### src/rtl/inst_enc_dec_core.sv
// inst_enc_dec_core: registered SEC-DED Hamming(13,8) loop-back.
// Stage 1 encodes IN into a 13-bit codeword; an XOR error channel (err_mask)
// sits between stage 1 and stage 2; stage 2 corrects single-bit errors and
// flags double-bit errors.
// Optional feature macro: INST_ENC_DEC_ERR_COUNT_EN adds saturating
// sec_count / ded_count outputs.
module inst_enc_dec_core (
    input  logic        clk,
    input  logic        rst_n,
    input  logic [7:0]  IN,
    input  logic [12:0] err_mask,
    output logic        C1,
    output logic        c2,
    output logic        c3,
    output logic        c4,
    output logic [7:0]  OUT,
    output logic        single_bit_ERROR,
    output logic        two_bit_ERROR
`ifdef INST_ENC_DEC_ERR_COUNT_EN
    ,
    output logic [7:0]  sec_count,
    output logic [7:0]  ded_count
`endif
);

    // Build the codeword: data at non-power-of-two positions, check bits at
    // 1/2/4/8, overall parity in bit 0.
    function automatic logic [12:0] hamming_encode(input logic [7:0] d);
        logic [12:0] cw;
        cw     = '0;
        cw[3]  = d[0];
        cw[5]  = d[1];
        cw[6]  = d[2];
        cw[7]  = d[3];
        cw[9]  = d[4];
        cw[10] = d[5];
        cw[11] = d[6];
        cw[12] = d[7];
        cw[1]  = d[0] ^ d[1] ^ d[3] ^ d[4] ^ d[6];
        cw[2]  = d[0] ^ d[2] ^ d[3] ^ d[5] ^ d[6];
        cw[4]  = d[1] ^ d[2] ^ d[3] ^ d[7];
        cw[8]  = d[4] ^ d[5] ^ d[6] ^ d[7];
        cw[0]  = ^cw[12:1];
        return cw;
    endfunction

    // Pull the eight data bits back out of a codeword.
    function automatic logic [7:0] extract_data(input logic [12:0] cw);
        return {cw[12], cw[11], cw[10], cw[9], cw[7], cw[6], cw[5], cw[3]};
    endfunction

    // Syndrome: each bit is the parity over the positions it covers,
    // including its own check position, so a clean word gives zero.
    function automatic logic [3:0] hamming_syndrome(input logic [12:0] cw);
        logic [3:0] s;
        s[0] = cw[1] ^ cw[3] ^ cw[5] ^ cw[7] ^ cw[9]  ^ cw[11];
        s[1] = cw[2] ^ cw[3] ^ cw[6] ^ cw[7] ^ cw[10] ^ cw[11];
        s[2] = cw[4] ^ cw[5] ^ cw[6] ^ cw[7] ^ cw[12];
        s[3] = cw[8] ^ cw[9] ^ cw[10] ^ cw[11] ^ cw[12];
        return s;
    endfunction

    logic [12:0] enc_cw_p1;
    logic [12:0] rx_cw;
    logic [12:0] fix_mask;
    logic [3:0]  syn;
    logic        par;
    logic [7:0]  data_nxt;
    logic        sec_nxt;
    logic        ded_nxt;

    // ---- stage 1: encode register ----
    // Register the codeword of IN; check-bit outputs come straight from it.
    always_ff @(posedge clk or negedge rst_n) begin
        if (!rst_n) begin
            enc_cw_p1 <= '0;
        end else begin
            enc_cw_p1 <= hamming_encode(IN);
        end
    end

    assign C1 = enc_cw_p1[1];
    assign c2 = enc_cw_p1[2];
    assign c3 = enc_cw_p1[4];
    assign c4 = enc_cw_p1[8];

    // Channel injection plus syndrome/parity classification and correction.
    always_comb begin
        rx_cw    = enc_cw_p1 ^ err_mask;
        syn      = hamming_syndrome(rx_cw);
        par      = ^rx_cw;
        fix_mask = '0;
        sec_nxt  = 1'b0;
        ded_nxt  = 1'b0;
        if (par) begin
            if (syn == 4'd0) begin
                // only the overall parity bit was hit
                sec_nxt = 1'b1;
            end else if (syn <= 4'd12) begin
                sec_nxt  = 1'b1;
                fix_mask = 13'd1 << syn;
            end else begin
                // syndrome points outside the codeword
                ded_nxt = 1'b1;
            end
        end else if (syn != 4'd0) begin
            ded_nxt = 1'b1;
        end
        data_nxt = extract_data(rx_cw ^ fix_mask);
    end

    // ---- stage 2: decode register ----
    // Register corrected data and the mutually exclusive error flags.
    always_ff @(posedge clk or negedge rst_n) begin
        if (!rst_n) begin
            OUT              <= '0;
            single_bit_ERROR <= 1'b0;
            two_bit_ERROR    <= 1'b0;
        end else begin
            OUT              <= data_nxt;
            single_bit_ERROR <= sec_nxt;
            two_bit_ERROR    <= ded_nxt;
        end
    end

`ifdef INST_ENC_DEC_ERR_COUNT_EN
    // Saturating counts of cycles on which each registered flag is high.
    always_ff @(posedge clk or negedge rst_n) begin
        if (!rst_n) begin
            sec_count <= '0;
            ded_count <= '0;
        end else begin
            if (single_bit_ERROR && (sec_count != 8'hFF)) begin
                sec_count <= sec_count + 8'd1;
            end
            if (two_bit_ERROR && (ded_count != 8'hFF)) begin
                ded_count <= ded_count + 8'd1;
            end
        end
    end
`endif

endmodule

### config.mk
export PLATFORM = sky130hd
export DESIGN_NAME = inst_enc_dec_core
export DESIGN_NICKNAME = d
export VERILOG_FILES = /design/src/rtl/inst_enc_dec_core.sv
export SDC_FILE = /design/constraint.sdc
export NUM_CORES = 1
export LEC_CHECK = 0
export ABC_AREA = 0
export BUFFER_PORTS_ARGS = -buffer_cell sky130_fd_sc_hd__buf_2
export CAP_MARGIN = 20
export CORE_MARGIN = 10
export CORE_UTILIZATION = 46
export CTS_CLUSTER_DIAMETER = 80
export DETAILED_ROUTE_END_ITERATION = 16
export PLACE_DENSITY = 0.86
export RECOVER_POWER = 25
export SYNTH_ARGS = -nofsm -noshare
export SYNTH_HDL_FRONTEND = slang
export SYNTH_SLANG_ARGS = --single-unit
### constraint.sdc
create_clock -name clk -period 2.1 [get_ports clk]
set_clock_uncertainty 0.05 [all_clocks]
set_input_delay 0.105 -clock clk [delete_from_list [all_inputs] [get_ports clk]]
set_output_delay 0.105 -clock clk [all_outputs]
set_load 0.01 [all_outputs]
**After elaboration in Yosys (flattened, before gate mapping)**

Index checks and enable logic that the tools add are counted.

- Multiplexer cells: 10
- Bitwise operators: 34
- Magnitude comparators: 1
- Shifts and indexed selects: 1
- Reductions and logical operators: 4

Operator list:

| cell | count |
|---|---|
| two-way mux 13 bit | 3 |
| bitwise XOR 1 bit | 32 |
| bitwise XOR 13 bit | 2 |
| parity 13 bit | 1 |
| << shifter 1 x 4 -> 13 bit, first input constant | 1 |
| parity 12 bit | 1 |
| two-way mux 1 bit | 7 |
| less-or-equal comparator 4 bit, second input constant | 1 |
| zero test 4 bit | 1 |
| nonzero test 4 bit | 1 |

- Output and inout bits: 14
- Register bits after elaboration: 23
- Input bits: 23
- Word-level logic and storage cells: 54

**Depth between registers and ports, before layout**

- Depth after elaboration: 11
- Depth in mapped cells: 6
- Gate-level depth less buffers: 6

**Worst setup path after synthesis**

Ideal clock, no wire load.

- Path kind: flip-flop to flip-flop
- Start point: reg enc_cw_p1[3]
- End point: reg OUT[6]
- Stages on the path, launching flop included: 7
- Path buffers: 0
- Slack: -14 ps
- Arrival time: 1,984 ps
- Required time: 1,970 ps
- Library setup time: 80 ps
- Clock period less this slack: 2,114 ps
- Cells stage by stage: dfrtp_1 xnor2_1 xnor2_1 xnor3_1 or2_1 nor4_1 xnor2_1

- Word-level cells in the longest chain between the ends: 11
- Elaborated cells between the ends (all ways): 19
- Classes of those cells: 1 x order compare; 1 x shift; 3 x mux; 12 x bitwise; 2 x reduce/logical

Ends and longest elaborated chain:

| what | RTL line | source |
|---|---|---|
| from (decl) | 63 | `logic [12:0] enc_cw_p1;` |
| from (signal assigned) | 78 | `enc_cw_p1 <= hamming_encode(IN);` |
| bitwise XOR 13 bit (*) | 89 | `rx_cw = enc_cw_p1 ^ err_mask;` |
| bitwise XOR 1 bit (on tied branches) (5 in series) | 56, 57 |  |
| less-or-equal comparator 4 bit or << shifter 1 x 4 -> 13 bit (tied branches) | 99, 101 |  |
| two-way mux 13 bit | 99 | `end else if (syn <= 4'd12) begin` |
| two-way mux 13 bit | 96 | `if (syn == 4'd0) begin` |
| two-way mux 13 bit (*) | 95 | `if (par) begin` |
| bitwise XOR 13 bit (*) | 109 | `data_nxt = extract_data(rx_cw ^ fix_mask);` |
| via data_nxt[6] | 68 | `logic [7:0] data_nxt;` |
| to (signal assigned) | 120 | `OUT <= data_nxt;` |
| to (decl) | 16 | `output logic [7:0] OUT,` |

The timed path passes the listed nets; every way through them passes the cells marked *.

**Final worst setup path**

- Start point: reg enc_cw_p1[11]
- End point: reg OUT[0]

- Word-level cells in the longest chain between the ends: 8
- Elaborated cells between the ends (all ways): 13
- Classes of those cells: 1 x order compare; 1 x shift; 3 x mux; 6 x bitwise; 2 x reduce/logical

Ends and longest elaborated chain:

| what | RTL line | source |
|---|---|---|
| bitwise XOR 13 bit (*) | 89 |  |
| bitwise XOR 1 bit (2 in series) | 59 | `s[3] = cw[8] ^ cw[9] ^ cw[10] ^ cw[11] ^ cw[12];` |
| less-or-equal comparator 4 bit or << shifter 1 x 4 -> 13 bit (tied branches) | 99, 101 |  |
| two-way mux 13 bit | 99 |  |
| two-way mux 13 bit | 96 |  |
| two-way mux 13 bit (*) | 95 |  |
| bitwise XOR 13 bit (*) | 109 |  |
| via data_nxt[0] | 68 |  |

Marks and branches as above.

==> results.md <==
- Routed WL: 3346 microns
- Syn. warnings: 0
- Chip width: between 70 and 80 microns
- First-pass GRT wire length: approximately 4800 microns
- Seq/Total Area, Yosys: between 40 and 50%
- Fillers: 138
- Commonest non-fill, non-tap cell in the layout: buf_2
- Worst R2R Path Depth: 7
- Core area: 0.002545 sq mm
- Maxcap violations: 0
- Final setup viols: 7
- Synth top area cells: dfrtp_1 (45%), xnor2_1 (23%), xor2_1 (10%)
- Area growth from synthesis to layout: 63.47%
- Failing checks: negative setup slack
- Drt first pass iters: 4
- Layout Cells excl Fill: 200
- Setup repair after global routing missed its margin: true
- Leak pwr: 0.8970 nW
- Flop2flop setup slack: -70 ps
- DIE AREA: 0.005255 sq mm
- # H-tree levels: 1
- Worst path required time: 2290 ps
- Crit end category: flop
- Worst R2R Start: enc_cw_p1[11]$_DFF_PN0_
- Post-layout min period: about 2200 ps
- GRT Util Overall: 11.38%
- Via count of the first global-routing pass: 1036
- Hold Crit Start: err_mask[5]
- Clock sinks: 23
- Final WS setup: -65.02 ps
- Initial antenna violation count: 0
- Synth Register Bits: 23
- GRT overflow: 0
- WS Path Type: flop to flop
- Mapped Area: 0.001267 sq mm
- IO Pins: 37
- Antenna fix cells: 0
- Tcrit/Tclk final: 103.1%
- Root Driver: clkbuf_4
- Max-slew violations: 0
- Worst VDD drop: 1111 uV
- Share of cells above drive strength 1: 49.41%
- Post-DP HPWL: 2187 microns
- CTS buffer count: 3
- Final hold vios: 0
- Worst slew pin tran: approximately 1200 ps
- Largest net degree at the start of global routing: 24
- Area share of the largest cell type after synthesis: 45.41%
- Post-Synthesis Cells: 97
- Starting DRC count in detailed routing: 22
- Routability cong.: 0.8983
- Routed length per instance: between 15 and 20 microns
- Clk buf depth: 2
- Min-Delay Endpoint: OUT[1]$_DFF_PN0_
- Worst reg2reg path endpoint: OUT[0]$_DFF_PN0_
- Worst Path Max Fanout: 3
- CP arrival: roughly 2400 ps
- Vias per cell: 4.855
- Max Fclk: 0.4619 GHz
- Synth cell types: 20
- Residual DRC: 0
- Worst slew margin: 18.38%
- Pwr/cell area: 1416 mW/mm^2
- Clk_lat worst skew: 300 ps
- Place WS: -88.01 ps
- CP startpoint kind: flop
- Syn nets: 120
- IO Port Bufs: 36
- Clock-pin slew on the worst setup and hold paths: roughly 130 ps
- CTS tree: yes
- Height of the die: 72.49 microns
- Status: finished with violations
- Worst hold stages: 3
- Via count: 971
- Detail Route Antenna Nets: 0
- Commonest cells after routing, fill and taps aside: buf_2 (27), dfrtp_1 (23), buf_4 (23)
- Layout Nets: 194
- # rows: 18
- Placed insts: ~180
- Synth area leader: dfrtp_1
- Synthesized area per cell: 13.07 sq um
- Worst hold path class: input pin to flop
- Starting Density: 49.80%
where the power goes:
group          total [mW]  internal, mW  switching [mW]
logic                2.13          1.02            1.10
registers           0.604         0.562          0.0422
clock network       0.203        0.0739           0.129
total                2.93          1.66            1.27
how the worst max path moves through the flow:
stage | start | endpoint | slack, ps | cells after the start
final | enc_cw_p1[11]$_DFF_PN0_ | OUT[0]$_DFF_PN0_ | -70 | 7
after detailed placement | enc_cw_p1[7]$_DFF_PN0_ | OUT[0]$_DFF_PN0_ | -90 | 6
after global placement | enc_cw_p1[7]$_DFF_PN0_ | OUT[0]$_DFF_PN0_ | -30 | 6
after CTS | enc_cw_p1[7]$_DFF_PN0_ | OUT[1]$_DFF_PN0_ | -10 | 5
after global routing | enc_cw_p1[11]$_DFF_PN0_ | OUT[0]$_DFF_PN0_ | -170 | 7
after floorplan | enc_cw_p1[6]$_DFF_PN0_ | OUT[6]$_DFF_PN0_ | 7 | 6
sequential cells by signal (all words and copies together) (netlist names):
register / count
OUT: 8
two_bit_ERROR: 1
single_bit_ERROR: 1
enc_cw_p1: 13
through the flow:
stage	hold WS, ps	utilization [%]	cell area, sq um	TNS [ps]	total power, mW
floorplan	-240.6	-	1275	0	1.448
global placement	36.35	63.37	1613	-81.07	1.862
detailed placement	46.19	63.37	1613	-311.5	1.911
CTS	105.9	70.35	1790	-45.89	2.241
global route	149.1	81.42	2072	-1061	3.108
finish	155.2	81.42	2072	-158.1	2.933
metal layers:
| metal | GRT usage, % | vias up | wire length (microns) |
|---|---|---|---|
| li1 | - | 465 | - |
| met3 | 3.946 | 4 | 207 |
| met2 | 23.32 | 27 | 1923 |
| met1 | 10.39 | 475 | 1191 |
| met5 | 0 | - | 0 |
| met4 | 1.899 | 0 | 24 |
area by class of cell:
class | count | area (sq um) | share of cell area [%]
timing repair buffer | 69 | 442.9 | 21.38
multi-input combinational | 74 | 989.7 | 47.77
sequential | 23 | 575.6 | 27.78
tap | 30 | 37.54 | 1.812
clock buffer | 4 | 26.28 | 1.268
cells in the mapped netlist:
cell type   n
xnor2_1    33
nand4b_1    1
nor2_1      1
nand4_1     1
xor2_1     15
a211o_2     1
nor4_1      4
a22oi_1     1
a21oi_1     1
xnor3_1     1
mux2i_1     1
nor3_1      1
or2_1       1
dfrtp_1    23
nand2_1     3
xnor3_4     2
nor4b_2     1
o21ai_0     2
xnor2_2     3
xor3_1      1
cell families after synthesis:
| kind of cell | synth area share, % |
|---|---|
| compound gates | 2.567 |
| xor+xnor | 44.82 |
| flops | 45.41 |
| mux | 0.7898 |
| simple gates | 6.416 |
timing repair:
| action | in CTS | in global routing |
|---|---|---|
| hold endpoints to repair | 32 | 0 |
| setup endpoints to repair | 8 | 10 |
| pin swaps | 4 | 19 |
| resized for setup | 8 | 31 |
| hold buffers | 9 | 0 |
| buffers inserted | 0 | 8 |
critical path, stage by stage, from the launching register on:
cell and delay, ps:
dfrtp_1 430, xnor2_2 180, buf_4 150, xnor2_2 100, xnor3_1 440, or2_4 300, nor4_4 300, xnor2_1 150
No activity file was read; power rests on OpenSTA's default activity.
